$ cat config.mk
export PLATFORM = sky130hd
export DESIGN_NAME = hazard_unit_param_flat
export DESIGN_NICKNAME = d
export VERILOG_FILES = /design/src/rtl/hazard_unit_param_if.sv /design/src/rtl/hazard_unit_param.sv /design/src/flat_wrapper.sv
export SDC_FILE = /design/constraint.sdc
export NUM_CORES = 1
export LEC_CHECK = 0
export ABC_AREA = 1
export BUFFER_PORTS_ARGS = -buffer_cell sky130_fd_sc_hd__buf_2
export CORE_AREA = 2 2 39 41
export CTS_BUF_LIST = sky130_fd_sc_hd__clkbuf_4
export CTS_CLUSTER_DIAMETER = 200
export DETAILED_ROUTE_END_ITERATION = 8
export DIE_AREA = 0 0 41 43
export GPL_TIMING_DRIVEN = 1
export HOLD_SLACK_MARGIN = 0.1
export PLACE_DENSITY = 0.68
export SKIP_LAST_GASP = 1
export SLEW_MARGIN = 20
export SYNTH_ARGS = -nofsm -noshare
export SYNTH_HDL_FRONTEND = slang
export SYNTH_SLANG_ARGS = --single-unit
$ cat constraint.sdc
create_clock -name clk -period 1.6 [get_ports clk]
set_clock_uncertainty 0.1 [all_clocks]
set_input_delay 0.32 -clock clk [delete_from_list [all_inputs] [get_ports clk]]
set_output_delay 0.32 -clock clk [all_outputs]
set_load 0.02 [all_outputs]
$ cat src/rtl/hazard_unit_param_if.sv
// Datapath <-> hazard controller bundle: hazard detection inputs and stall/flush/forward controls.
// The datapath drives through master; the hazard unit attaches as slave.
interface hazard_unit_param_if #(
    parameter int unsigned NREAD = 2,
    parameter int unsigned PW    = 1
);
    logic [NREAD-1:0]   Match_E_M;
    logic [NREAD-1:0]   Match_E_W;
    logic               Match_D_E;
    logic               RegWriteM;
    logic               RegWriteW;
    logic               MemtoRegE;
    logic               BranchTakenE;
    logic               PCWrPendingF;
    logic               PCSrcW;
    logic               dstall;
    logic               istall;
    logic               uOpStallD;
    logic               MultReqD;

    logic [2*NREAD-1:0] ForwardE;
    logic               StallF;
    logic               StallD;
    logic               StallE;
    logic               StallM;
    logic               StallW;
    logic               FlushD;
    logic               FlushE;
    logic               FlushW;
    logic [PW-1:0]      MultPhaseD;
    logic               MultLastD;
    logic [3:0]         StallCause;

    modport master (
        output Match_E_M, Match_E_W, Match_D_E, RegWriteM, RegWriteW, MemtoRegE,
               BranchTakenE, PCWrPendingF, PCSrcW, dstall, istall, uOpStallD, MultReqD,
        input  ForwardE, StallF, StallD, StallE, StallM, StallW, FlushD, FlushE, FlushW,
               MultPhaseD, MultLastD, StallCause
    );

    modport slave (
        input  Match_E_M, Match_E_W, Match_D_E, RegWriteM, RegWriteW, MemtoRegE,
               BranchTakenE, PCWrPendingF, PCSrcW, dstall, istall, uOpStallD, MultReqD,
        output ForwardE, StallF, StallD, StallE, StallM, StallW, FlushD, FlushE, FlushW,
               MultPhaseD, MultLastD, StallCause
    );
endinterface

$ cat src/rtl/hazard_unit_param.sv
// Parametrised hazard/forwarding controller for the F/D/E/M/W pipeline: per-port forwarding,
// multi-cycle load-use stalls, an N-phase multi-cycle op sequencer and a registered stall cause.
module hazard_unit_param #(
    parameter int unsigned NREAD           = 2,
    parameter int unsigned LOAD_USE_CYCLES = 1,
    parameter int unsigned MULT_PHASES     = 2,
    parameter int unsigned PW              = $clog2(MULT_PHASES)
) (
    input  logic clk,
    input  logic reset,
    hazard_unit_param_if.slave hz
);
    localparam int unsigned LDR_W = 2;
    localparam logic [LDR_W-1:0] LDR_LOAD = LDR_W'(LOAD_USE_CYCLES - 1);
    localparam logic [PW-1:0]    PH_LAST  = PW'(MULT_PHASES - 1);

    typedef enum logic {
        IDLE = 1'b0,
        BUSY = 1'b1
    } multState_t;

    multState_t         state;
    multState_t         stateNext;
    logic [PW-1:0]      ph;
    logic [PW-1:0]      phNext;
    logic [LDR_W-1:0]   ldrCnt;
    logic [3:0]         causeQ;
    logic [2*NREAD-1:0] fwd;

    logic memStall;
    logic ldrHit;
    logic ldrStall;
    logic multLast;
    logic multStall;
    logic stallD;
    logic flushD;
    logic flushE;
    logic advance;

    // Per-port forward select; the younger M-stage result wins over W.
    always_comb begin
        fwd = '0;
        for (int i = 0; i < int'(NREAD); i++) begin
            if (hz.Match_E_M[i] && hz.RegWriteM) begin
                fwd[2*i +: 2] = 2'b10;
            end else if (hz.Match_E_W[i] && hz.RegWriteW) begin
                fwd[2*i +: 2] = 2'b01;
            end
        end
    end

    assign memStall = hz.dstall | hz.istall;
    assign ldrHit   = hz.Match_D_E & hz.MemtoRegE;
    assign ldrStall = ((ldrCnt == '0) & ldrHit) | (ldrCnt != '0);
    assign advance  = ~memStall & ~ldrStall;

    // Extra load-use bubbles beyond the first; frozen while memory stalls.
    always_ff @(posedge clk) begin
        if (reset) begin
            ldrCnt <= '0;
        end else if (!memStall) begin
            if (ldrCnt == '0) begin
                if (ldrHit) begin
                    ldrCnt <= LDR_LOAD;
                end
            end else begin
                ldrCnt <= ldrCnt - LDR_W'(1);
            end
        end
    end

    // Sequencer state register.
    always_ff @(posedge clk) begin
        if (reset) begin
            state <= IDLE;
            ph    <= '0;
        end else begin
            state <= stateNext;
            ph    <= phNext;
        end
    end

    // Sequencer next state; a flush aborts the op before any advance is considered.
    always_comb begin
        stateNext = state;
        phNext    = ph;
        case (state)
            IDLE: begin
                if (hz.MultReqD && advance) begin
                    stateNext = BUSY;
                    phNext    = PW'(1);
                end
            end
            BUSY: begin
                if (flushD || flushE) begin
                    stateNext = IDLE;
                    phNext    = '0;
                end else if (advance) begin
                    if (ph == PH_LAST) begin
                        stateNext = IDLE;
                        phNext    = '0;
                    end else begin
                        phNext = ph + PW'(1);
                    end
                end
            end
        endcase
    end

    // Sequencer outputs.
    always_comb begin
        multLast  = hz.MultReqD & (ph == PH_LAST);
        multStall = hz.MultReqD & ~multLast;
    end

    assign stallD = ldrStall | memStall | hz.uOpStallD | multStall;
    assign flushD = hz.PCWrPendingF | hz.PCSrcW | hz.BranchTakenE | hz.istall;
    assign flushE = ldrStall | hz.BranchTakenE;

    always_ff @(posedge clk) begin
        if (reset) begin
            causeQ <= '0;
        end else begin
            causeQ <= {multStall, hz.uOpStallD, ldrStall, memStall};
        end
    end

    assign hz.ForwardE   = fwd;
    assign hz.StallD     = stallD;
    assign hz.StallF     = stallD | hz.PCWrPendingF;
    assign hz.StallE     = memStall;
    assign hz.StallM     = memStall;
    assign hz.StallW     = hz.istall;
    assign hz.FlushD     = flushD;
    assign hz.FlushE     = flushE;
    assign hz.FlushW     = memStall;
    assign hz.MultPhaseD = ph;
    assign hz.MultLastD  = multLast;
    assign hz.StallCause = causeQ;
endmodule

$ cat src/flat_wrapper.sv
// flat-port wrapper written by rule: the top's interface ports become plain ports
module hazard_unit_param_flat 
#(
    parameter int unsigned NREAD           = 2,
    parameter int unsigned LOAD_USE_CYCLES = 1,
    parameter int unsigned MULT_PHASES     = 2,
    parameter int unsigned PW              = $clog2(MULT_PHASES)
)
  (clk, reset, hz_Match_E_M, hz_Match_E_W, hz_Match_D_E, hz_RegWriteM, hz_RegWriteW, hz_MemtoRegE, hz_BranchTakenE, hz_PCWrPendingF, hz_PCSrcW, hz_dstall, hz_istall, hz_uOpStallD, hz_MultReqD, hz_ForwardE, hz_StallF, hz_StallD, hz_StallE, hz_StallM, hz_StallW, hz_FlushD, hz_FlushE, hz_FlushW, hz_MultPhaseD, hz_MultLastD, hz_StallCause);
  hazard_unit_param_if #(.NREAD(NREAD), .PW(PW)) hz_i ();
  input  logic clk;
  input  logic reset;
  input wire logic [$bits(hz_i.Match_E_M)-1:0] hz_Match_E_M;
  input wire logic [$bits(hz_i.Match_E_W)-1:0] hz_Match_E_W;
  input wire logic [$bits(hz_i.Match_D_E)-1:0] hz_Match_D_E;
  input wire logic [$bits(hz_i.RegWriteM)-1:0] hz_RegWriteM;
  input wire logic [$bits(hz_i.RegWriteW)-1:0] hz_RegWriteW;
  input wire logic [$bits(hz_i.MemtoRegE)-1:0] hz_MemtoRegE;
  input wire logic [$bits(hz_i.BranchTakenE)-1:0] hz_BranchTakenE;
  input wire logic [$bits(hz_i.PCWrPendingF)-1:0] hz_PCWrPendingF;
  input wire logic [$bits(hz_i.PCSrcW)-1:0] hz_PCSrcW;
  input wire logic [$bits(hz_i.dstall)-1:0] hz_dstall;
  input wire logic [$bits(hz_i.istall)-1:0] hz_istall;
  input wire logic [$bits(hz_i.uOpStallD)-1:0] hz_uOpStallD;
  input wire logic [$bits(hz_i.MultReqD)-1:0] hz_MultReqD;
  output wire logic [$bits(hz_i.ForwardE)-1:0] hz_ForwardE;
  output wire logic [$bits(hz_i.StallF)-1:0] hz_StallF;
  output wire logic [$bits(hz_i.StallD)-1:0] hz_StallD;
  output wire logic [$bits(hz_i.StallE)-1:0] hz_StallE;
  output wire logic [$bits(hz_i.StallM)-1:0] hz_StallM;
  output wire logic [$bits(hz_i.StallW)-1:0] hz_StallW;
  output wire logic [$bits(hz_i.FlushD)-1:0] hz_FlushD;
  output wire logic [$bits(hz_i.FlushE)-1:0] hz_FlushE;
  output wire logic [$bits(hz_i.FlushW)-1:0] hz_FlushW;
  output wire logic [$bits(hz_i.MultPhaseD)-1:0] hz_MultPhaseD;
  output wire logic [$bits(hz_i.MultLastD)-1:0] hz_MultLastD;
  output wire logic [$bits(hz_i.StallCause)-1:0] hz_StallCause;
  assign hz_i.Match_E_M = hz_Match_E_M;
  assign hz_i.Match_E_W = hz_Match_E_W;
  assign hz_i.Match_D_E = hz_Match_D_E;
  assign hz_i.RegWriteM = hz_RegWriteM;
  assign hz_i.RegWriteW = hz_RegWriteW;
  assign hz_i.MemtoRegE = hz_MemtoRegE;
  assign hz_i.BranchTakenE = hz_BranchTakenE;
  assign hz_i.PCWrPendingF = hz_PCWrPendingF;
  assign hz_i.PCSrcW = hz_PCSrcW;
  assign hz_i.dstall = hz_dstall;
  assign hz_i.istall = hz_istall;
  assign hz_i.uOpStallD = hz_uOpStallD;
  assign hz_i.MultReqD = hz_MultReqD;
  assign hz_ForwardE = hz_i.ForwardE;
  assign hz_StallF = hz_i.StallF;
  assign hz_StallD = hz_i.StallD;
  assign hz_StallE = hz_i.StallE;
  assign hz_StallM = hz_i.StallM;
  assign hz_StallW = hz_i.StallW;
  assign hz_FlushD = hz_i.FlushD;
  assign hz_FlushE = hz_i.FlushE;
  assign hz_FlushW = hz_i.FlushW;
  assign hz_MultPhaseD = hz_i.MultPhaseD;
  assign hz_MultLastD = hz_i.MultLastD;
  assign hz_StallCause = hz_i.StallCause;
  hazard_unit_param #(.NREAD(NREAD), .LOAD_USE_CYCLES(LOAD_USE_CYCLES), .MULT_PHASES(MULT_PHASES), .PW(PW)) u_core (.clk(clk), .reset(reset), .hz(hz_i));
endmodule
==> results.md <==
- CP Capture Type: primary output
- Worst-path clk slew: 0.06 ns
- Clock buffer depth: 2
- Distinct cell type count after synthesis: 15
- Max-capacitance violation count: 0
- RSZ-0062 raised after global routing: yes
- Number of nets in the final layout: ~120
- Via count of the first global-routing pass: about 440
- Post-Place Cell Area: between 500 and 600 sq um
- Post-route DRC: 0
- Setup violation total in the final timing report: 3
- Routed wire per std cell: about 8.8 um
- Starting Density: 0.2848
- Clock latency at the later pin of the worst-skew pair: 0.25 ns
- Highest Clock Rate: between 500 and 600 MHz
- Clock period minus final worst setup slack: approximately 1.7 ns
- Most common library cell in the layout ignoring fill and taps: sky130_fd_sc_hd__buf_2
- Slew at the pin closest to its max-slew limit: between 0.15 and 0.2 ns
- Failing checks: negative setup slack
- Final non-filler cell total: 114
- Remaining antenna violation count: 0
- Startpoint type of the worst setup path: flop
- Cell class contributing the biggest share of worst-path delay: simple AND/OR/NAND/NOR gates
- Placed Cells incl. Taps: 110
- Number of buffers and inverters on the critical path: 1
- Flip-flop and latch count after synthesis: 8
- Antenna violations before repair: 0
- Core Util, Final: 0.4774
- Data required time of the worst path: around 1.2 ns
- Cells traversed along the worst timing path: nor2_4 > nand2_2 > nor2_2 > nand3_2 > or2_4 > buf_6
- Clock sinks: 8
- Most frequent cells in the layout: 31 x sky130_fd_sc_hd__buf_2, 17 x sky130_fd_sc_hd__nand2_1, 10 x sky130_fd_sc_hd__nor2_1
- Final WS setup: -0.1359 ns
- Clock Tree Root: sky130_fd_sc_hd__clkbuf_4
- Number of instances in the synthesized netlist: slightly below 60
- Detailed-router iteration count before antenna repair: 2
- Final number of max-transition violations: 0
- CTS tree: done
- Synth warnings: 0
- Fraction of layout cells with a size suffix above 1: 0.5408
- Path type of the worst min-delay path: input pin to flop
- Vias after detailed routing: about 470
- Final worst-path cycle share: 1.085
- Detailed-route wire length: 1000 um
- Pwr dens: 742.4 nW/um^2
- Final RePlAce weighted congestion: approximately 0.77
- Result of the run: finished, violations left
- Highest net fanout along the worst path: 4
- Number of vias per cell: 4.149
- Vertical die dimension: ~43 um
- Slew Limit Headroom: 0.8861
- Global-route congestion overflow total: 0
- Delay of the slowest cell on the worst path: 0.36 ns
- Die footprint: 1763 sq um
- Worst Reg2Reg Path Length in Cells: 7
- # diodes: 0
- Total nets after synthesis: 76
- Hold Path Stages: 2
- Worst setup slack before clock tree synthesis: around 0.0043 ns
- Number of buffers added on ports: 34
- Detailed Route Iter0 Violations: 5
- Cell count along the critical path: 6
- Standby leakage power: ~0.37 nW
- Type of the worst setup path: flop to primary output
- Half-perimeter wire length of the detailed placement result: around 790 um
- Slowest-stage cell, CP: sky130_fd_sc_hd__dfxtp_4
- Wire length of the first global-routing pass: 1656 um
- Max IR drop VDD: between 0.3 and 0.4 mV
- Area growth syn-to-layout: 67.62%
- Area of the placeable core: between 1000 and 1500 sq um
- Combined global-route utilization of all metal layers: 0.1403
- Die Wd: ~41 um
- Avg Cell Area, Syn: 6.680 sq um
- Arrival time of the worst setup path: ~1.3 ns
- FILL cells: 153
- Final cell area excluding filler cells: between 600 and 700 sq um
- Number of buffers inserted during clock tree synthesis: 3
- Final Hold Viols: 0
- Standard-cell rows: 14
- Io pins: 35
- Largest net degree at the start of global routing: 6
- Depth of the CTS H-tree: 1
- Synthesized cell area: ~390 sq um
- Seq/Total Area, Yosys: 0.4063
==> final cells by class <==
cell class                 count  area [sq um]  share of cell area
timing repair buffer          39         226.5              0.3428
multi-input combinational     40         196.4              0.2973
sequential                     8         165.2              0.2500
inverter                       8         30.03             0.04545
clock buffer                   3         22.52             0.03409
tap                           16         20.02             0.03030
==> stage by stage <==
stage	setup TNS, ns	hold WS (ns)	power (mW)
finish	-0.1985	0.1826	0.4905
global route	-0.4096	0.1665	0.5304
CTS	-0.1660	0.1685	0.5014
detailed placement	0	0.3804	0.3350
global placement	0	0.3698	0.3330
floorplan	0	0.2891	0.2845
==> registers in the layout, summed over array words and instances (netlist names) <==
signal                flops
u_core.ldrCnt             2
u_core.state              1
u_core.hz.MultPhaseD      1
u_core.hz.StallCause      4
==> routing by layer <==
| metal | wire length (um) | GRT usage | part of all wire | vias up |
|---|---|---|---|---|
| met3 | 45 | 0.03141 | 0.045 | 0 |
| li1 | - | - | - | 256 |
| met5 | 0 | 0 | 0 | - |
| met1 | 416 | 0.1565 | 0.42 | 206 |
| met2 | 538 | 0.2188 | 0.54 | 11 |
| met4 | 0 | 0.1000 | 0 | 0 |
==> repair_timing <==
action / 4_1_cts / 5_1_grt
hold endpoints to repair: 0 / 0
resized for setup: 8 / 3
pin swaps: 3 / 3
endpoints found under the setup margin: 3 / 3
hold buffers: 0 / 0
setup buffers: 0 / 1
==> where the power goes <==
part | total [mW] | leakage (nW) | switching (mW) | internal, mW
Combinational | 0.124 | 0.291 | 0.0721 | 0.0517
Clock | 0.157 | 0.0138 | 0.0709 | 0.0860
Sequential | 0.210 | 0.0671 | 0.00328 | 0.207
==> cells in the mapped netlist <==
library cell / count / share of area
sky130_fd_sc_hd__nand2_1: 17 / 0.16
sky130_fd_sc_hd__nor2_1: 11 / 0.10
sky130_fd_sc_hd__dfxtp_1: 8 / 0.41
sky130_fd_sc_hd__inv_1: 7 / 0.067
sky130_fd_sc_hd__a21oi_1: 3 / 0.038
sky130_fd_sc_hd__buf_4: 3 / 0.057
sky130_fd_sc_hd__nor2_2: 2 / 0.032
sky130_fd_sc_hd__inv_2: 1 / 0.0095
sky130_fd_sc_hd__nand2_2: 1 / 0.016
sky130_fd_sc_hd__nand3_1: 1 / 0.013
sky130_fd_sc_hd__nand4_1: 1 / 0.016
sky130_fd_sc_hd__nor2_4: 1 / 0.029
sky130_fd_sc_hd__o31ai_1: 1 / 0.019
sky130_fd_sc_hd__or2_1: 1 / 0.016
sky130_fd_sc_hd__or2_2: 1 / 0.016
==> cell families (layout without fill, tap and decap cells) <==
group,Yosys count,after routing,share of synthesized area
DFF,8,8,0.4063
AOI/OAI and AO/OA,4,4,0.05714
and+or+nand+nor,36,36,0.4032
buffers and inverters,11,50,0.1333
==> final timing paths <==
| path | startpoint | endpoint | slack, ns |
|---|---|---|---|
| setup / recovery | u_core.ldrCnt[0] | hz_StallF | -0.14 |
| setup reg to reg | u_core.ldrCnt[0] | u_core.hz.MultPhaseD | 0.48 |
| hold / removal | reset | u_core.hz.StallCause[3] | 0.18 |
| hold reg to reg | u_core.ldrCnt[0] | u_core.ldrCnt[0] | 0.38 |
(Power assumes the default switching activity.)
